--- src/rtl/input_debouncer_if.sv ---
`default_nettype none
// +----------------------------------------------------------------------+
// | input_debouncer_if                                                   |
// | Raw button / debounced button bundle between pad logic and mapping.  |
// | Rev 1.0 - initial release                                            |
// +----------------------------------------------------------------------+
interface input_debouncer_if;
  logic        sample_tick;
  logic [11:0] buttons_raw;
  logic [11:0] buttons;
  logic [11:0] pressed;
  logic [11:0] released;

  modport master (
    output sample_tick,
    output buttons_raw,
    input  buttons,
    input  pressed,
    input  released
  );

  modport slave (
    input  sample_tick,
    input  buttons_raw,
    output buttons,
    output pressed,
    output released
  );
endinterface
`default_nettype wire

--- src/rtl/input_debouncer.sv ---
`default_nettype none
// +----------------------------------------------------------------------+
// | input_debouncer                                                      |
// | Synchronises and stable-count debounces 12 controller buttons.       |
// | Optional macro INPUT_SOCD_CLEAN_EN: d-pad opposing-direction cleaning|
// | Rev 1.0 - initial release                                            |
// +----------------------------------------------------------------------+
module input_debouncer #(
  parameter int DEBOUNCE_TICKS = 4,
  parameter int SYNC_STAGES    = 2
) (
  input  wire logic        clk,
  input  wire logic        reset,
  input_debouncer_if.slave bus
);

  localparam int                 c_NB       = 12;
  localparam int                 c_CNT_W    = $clog2(DEBOUNCE_TICKS + 1);
  localparam logic [c_CNT_W-1:0] c_CNT_LAST = c_CNT_W'(DEBOUNCE_TICKS - 1);
  localparam logic [c_CNT_W-1:0] c_CNT_ONE  = c_CNT_W'(1);

  logic [c_NB-1:0]    r_sync [SYNC_STAGES];
  logic [c_CNT_W-1:0] r_cnt  [c_NB];
  logic [c_NB-1:0]    r_filt;
  logic [c_NB-1:0]    r_btn;
  logic [c_NB-1:0]    r_pressed;
  logic [c_NB-1:0]    r_released;

  logic [c_NB-1:0]    w_s;
  logic [c_NB-1:0]    w_filt_next;
  logic [c_NB-1:0]    w_btn_next;
  logic [c_CNT_W-1:0] w_cnt_next [c_NB];

  always_ff @(posedge clk) begin
    if (reset) begin
      for (int k = 0; k < SYNC_STAGES; k++) r_sync[k] <= '0;
    end else begin
      r_sync[0] <= bus.buttons_raw;
      for (int k = 1; k < SYNC_STAGES; k++) r_sync[k] <= r_sync[k-1];
    end
  end

  assign w_s = r_sync[SYNC_STAGES-1];

  // Any tick that agrees with the current level clears the count, so a
  // bounce has to persist for DEBOUNCE_TICKS consecutive ticks to pass.
  always_comb begin
    w_filt_next = r_filt;
    for (int i = 0; i < c_NB; i++) begin
      w_cnt_next[i] = r_cnt[i];
      if (bus.sample_tick) begin
        if (w_s[i] == r_filt[i]) begin
          w_cnt_next[i] = '0;
        end else if (r_cnt[i] == c_CNT_LAST) begin
          w_filt_next[i] = w_s[i];
          w_cnt_next[i]  = '0;
        end else begin
          w_cnt_next[i] = r_cnt[i] + c_CNT_ONE;
        end
      end
    end
  end

`ifdef INPUT_SOCD_CLEAN_EN
  always_comb begin
    w_btn_next = w_filt_next;
    if (w_filt_next[0] && w_filt_next[1]) w_btn_next[1:0] = 2'b00;
    if (w_filt_next[2] && w_filt_next[3]) w_btn_next[3:2] = 2'b00;
  end
`else
  assign w_btn_next = w_filt_next;
`endif

  always_ff @(posedge clk) begin
    if (reset) begin
      for (int i = 0; i < c_NB; i++) r_cnt[i] <= '0;
      r_filt     <= '0;
      r_btn      <= '0;
      r_pressed  <= '0;
      r_released <= '0;
    end else begin
      for (int i = 0; i < c_NB; i++) r_cnt[i] <= w_cnt_next[i];
      r_filt     <= w_filt_next;
      r_btn      <= w_btn_next;
      r_pressed  <= w_btn_next & ~r_btn;
      r_released <= ~w_btn_next & r_btn;
    end
  end

  assign bus.buttons  = r_btn;
  assign bus.pressed  = r_pressed;
  assign bus.released = r_released;

endmodule
`default_nettype wire

--- src/flat_wrapper.sv ---
// flat-port wrapper written by rule: the top's interface ports become plain ports
module input_debouncer_flat 
#(
  parameter int DEBOUNCE_TICKS = 4,
  parameter int SYNC_STAGES    = 2
)
  (clk, reset, bus_sample_tick, bus_buttons_raw, bus_buttons, bus_pressed, bus_released);
  input_debouncer_if bus_i ();
  input  wire logic clk;
  input  wire logic reset;
  input wire logic [$bits(bus_i.sample_tick)-1:0] bus_sample_tick;
  input wire logic [$bits(bus_i.buttons_raw)-1:0] bus_buttons_raw;
  output wire logic [$bits(bus_i.buttons)-1:0] bus_buttons;
  output wire logic [$bits(bus_i.pressed)-1:0] bus_pressed;
  output wire logic [$bits(bus_i.released)-1:0] bus_released;
  assign bus_i.sample_tick = bus_sample_tick;
  assign bus_i.buttons_raw = bus_buttons_raw;
  assign bus_buttons = bus_i.buttons;
  assign bus_pressed = bus_i.pressed;
  assign bus_released = bus_i.released;
  input_debouncer #(.DEBOUNCE_TICKS(DEBOUNCE_TICKS), .SYNC_STAGES(SYNC_STAGES)) u_core (.clk(clk), .reset(reset), .bus(bus_i));
endmodule
--- config.mk ---
export PLATFORM = sky130hd
export DESIGN_NAME = input_debouncer_flat
export DESIGN_NICKNAME = d
export VERILOG_FILES = /design/src/rtl/input_debouncer_if.sv /design/src/rtl/input_debouncer.sv /design/src/flat_wrapper.sv
export SDC_FILE = /design/constraint.sdc
export NUM_CORES = 1
export LEC_CHECK = 0
export ABC_CLOCK_PERIOD_IN_PS = 1200
export BUFFER_PORTS_ARGS = -buffer_cell sky130_fd_sc_hd__buf_2
export CAP_MARGIN = 20
export CORE_MARGIN = 5
export CORE_UTILIZATION = 30
export CTS_BUF_LIST = sky130_fd_sc_hd__clkbuf_16
export CTS_CLUSTER_SIZE = 12
export DETAILED_ROUTE_END_ITERATION = 12
export SKIP_CTS_REPAIR_TIMING = 1
export SYNTH_ARGS = -nofsm -noshare
export SYNTH_HDL_FRONTEND = slang
export SYNTH_SLANG_ARGS = --single-unit
--- constraint.sdc ---
create_clock -name clk -period 1.2 [get_ports clk]
set_input_delay 0.12 -clock clk [delete_from_list [all_inputs] [get_ports clk]]
set_output_delay 0.12 -clock clk [all_outputs]
set_load 0.05 [all_outputs]
==> results.toml <==
[clock_tree]
clkLatencyLatePin_ns = 0.33
root_buffer = "clkbuf_16"
numClockSinks = 96
h-tree-depth = 3
clk_pin_slew_ns = 0.06
cts_made_buffers = 9
clockBufferDepth = 2
cts_tree = "built"

[routing]
viasPerCell = 4.421
wl_um = 6722
dr.pass1.iters = 4
drt-initial-drc-count = 61
drc_errors = 0
wl_per_cell_um = 11.59
vias = 2564
ant_nets = 0

[logic_synthesis]
async_flop_share_pct = 0
yosysWarnings = 0
yosysTopAreaCell = "dfxtp_1"
synth_top_area_share_pct = 51.47
syn_inst = 352
netlist_area_um2 = 3734
synth_ff_type = "dfxtp_1"
syn_nets = 379
synth_seq_cells = 96
ys_types = 27
synth-edff-count = 0
avgSynthCellArea_um2 = 10.61
yosysSeqAreaShare_pct = 51.47
synth.area.top_cells = "dfxtp_1 51%, nand2b_1 8.2%, ha_1 4.0%"

[setup_path]
cp-end-kind = "register"
reg2reg_to = "u_core.r_cnt[0][0]"
rr_startpoint = "u_core.r_cnt[0][0]"
criticalPathCategory = "reg2reg"
crit_fanout = 3
required_ns = 1.45
reg2reg_slack_ns = 0.09
cp.arrival_ns = 1.36
max_stage_delay_ns = 0.33
worst-r2r-cell-count = 4
startpoint_type = "register"
cp_slowest_cell = "dfxtp_1"
path_cells = "ha_1 > nand2b_1 > nand3b_1 > o31ai_2"

[min_path]
worstHoldStart = "bus_buttons_raw[2]"
hold_depth = 2
hold_path.class = "in2reg"
worstHoldEndpoint = "u_core.r_sync[0][2]"

[grt]
grt_first_pass_wirelength_um = 11590
antenna_found_initial = 0
overflow = 0
grtUsageTotal_pct = 9.735
grt_pass1_vias = 2461
grt_max_degree = 42

[pwr]
power.switching_mw = 1.318
p_int_mw = 5.368
pwr-share-clk_pct = 47.4
power_density_nw_per_um2 = 1455
p_sw_share_pct = 19.71
power_frac_comb_pct = 3.7
p_seq_share_pct = 48.8
peakVddDrop_uv = 717.9
cellLeakagePower_nw = 1.846

[floorplanning]
die_area_um2 = 14780
start_util_pct = 30.83
ios = 51
die_y_um = 121.6
die_w_um = 121.6
num_rows = 40
core_area_um2 = 12110

[timing]
rsz0062_at_grt = "no"
fin_crit_sh_pct = 92.70
max_freq_mhz = 899.0
setup_viol = 0
post-route-min-period_ns = 1.112
hold_viol = 5
tightest_slew_ns = 0.4030
fin_worst_skew_ns = 0.003173
worst_slack_ns = 0.08760
worst_hold_slack_ns = -0.007195
relSlewSlack_pct = 73.14
slew_violations = 0
fin_tns_setup_ns = 0

[placement]
hpwlAfterDp_um = 4582
port_buffers = 50
gp_congestion = 0.6848
dpl_worst_slack_ns = 0.04937

[final_layout]
antenna_cells = 0
drive_gt1_share_pct = 26.21
nFillCells = 1235
finalCoreUtilization_pct = 37.93
nNetsFinal = 434
area_growth_pct = 23.06

[outcome]
status = "finished with violations"
violations = "negative hold slack"

[flow_run]
cap_violations = 0
## state kept, by name, indices dropped and copies added (netlist names)
register and flops:
u_core.r_cnt 36, u_core.bus.pressed 12, u_core.r_sync 24, u_core.r_filt 12
u_core.bus.released 12
## synth_stat cells (5+ instances only)
| library cell | n |
|---|---|
| nor2b_1 | 24 |
| nor2_1 | 12 |
| a21oi_1 | 24 |
| inv_1 | 16 |
| mux2i_1 | 12 |
| buf_2 | 7 |
| nor4_1 | 7 |
| clkbuf_1 | 9 |
| nor4b_2 | 7 |
| xor2_1 | 8 |
| nand4b_1 | 8 |
| nand3b_1 | 16 |
| dfxtp_1 | 96 |
| nand3_1 | 8 |
| nand2b_1 | 49 |
| nor4_2 | 5 |
| ha_1 | 12 |
## layer usage
metal	up-vias	global-route usage [%]	routed length, um
li1	1314	-	-
met1	1209	12.49	3248
met2	33	14.92	3086
met3	8	3.714	297
met4	0	3.571	89
met5	-	0	0
## cell families after synthesis
kind of cell / Yosys count / synth area share [%]
and+or+nand+nor: 149 / 28.72
xor gates and xnor gates: 12 / 2.815
buffers and inverters: 35 / 4.256
DFF: 96 / 51.47
muxes: 12 / 3.217
adders and majority gates: 12 / 4.021
AOI/OAI and AO/OA: 36 / 5.496
## cells in the final DEF (no fill, tap or decap), types with 4 or more instances in the layout
| cell | n |
|---|---|
| a21oi_1 | 24 |
| and3b_1 | 4 |
| buf_2 | 50 |
| buf_4 | 8 |
| clkbuf_16 | 9 |
| dfxtp_1 | 83 |
| dfxtp_2 | 13 |
| ha_1 | 11 |
| inv_1 | 16 |
| mux2i_1 | 12 |
| nand2b_1 | 47 |
| nand3_1 | 8 |
| nand3b_1 | 16 |
| nand4b_1 | 8 |
| nor2_1 | 12 |
| nor2b_1 | 24 |
| nor4_1 | 7 |
| nor4_2 | 5 |
| nor4b_1 | 4 |
| nor4b_2 | 7 |
| o21ai_0 | 4 |
| o32ai_1 | 4 |
| or3b_2 | 4 |
| xnor2_1 | 4 |
| xor2_1 | 8 |
## power groups by stage
stage	clock network, mW	registers, mW	logic [mW]
2_1_floorplan	0	3.33	0.175
3_3_place_gp	0	3.33	0.237
3_5_place_dp	0	3.34	0.245
4_1_cts	3.26	3.26	0.246
5_1_grt	3.42	3.27	0.282
6_report	3.17	3.27	0.250
## worst max path at each step
stage,endpoint,slack (ns),start
3_5_place_dp,u_core.bus.pressed[9],0.05,bus_sample_tick
3_3_place_gp,u_core.r_filt[1],0.07,bus_sample_tick
2_1_floorplan,u_core.r_cnt[0][30],0.14,u_core.r_filt[10]
4_1_cts,u_core.r_cnt[0][30],0.05,u_core.r_cnt[0][30]
6_report,u_core.r_cnt[0][0],0.09,u_core.r_cnt[0][0]
5_1_grt,u_core.r_cnt[0][0],0.007,u_core.r_cnt[0][0]
## layout make-up
class / instances / area [um2] / share of cell area [%]
Clock inverter: 7 / 110.1 / 2.397
Inverter: 16 / 60.06 / 1.307
Clock buffer: 9 / 225.2 / 4.902
Sequential cell: 96 / 1938 / 42.18
Multi-Input combinational cell: 221 / 1670 / 36.36
Tap cell: 168 / 210.2 / 4.575
Timing Repair Buffer: 63 / 380.4 / 8.279
## worst max-delay path: cells and delay by family (launching register included)
kind            cells  cell delay [ns]
flops               1             0.33
simple gates        2             0.26
fa+ha+maj           1             0.23
compound gates      1             0.20
## through the flow
step / total power [mW] / cells / hold WS [ns] / instance area, um2
floorplan: 3.504 / 352 / 0.2482 / 3749
global placement: 3.571 / 559 / 0.3262 / 4198
detailed placement: 3.582 / 559 / 0.3329 / 4198
CTS: 6.769 / 575 / -0.01926 / 4533
global route: 6.970 / 580 / 0.001500 / 4594
finish: 6.686 / 580 / -0.007195 / 4594
(Power assumes the default switching activity.)
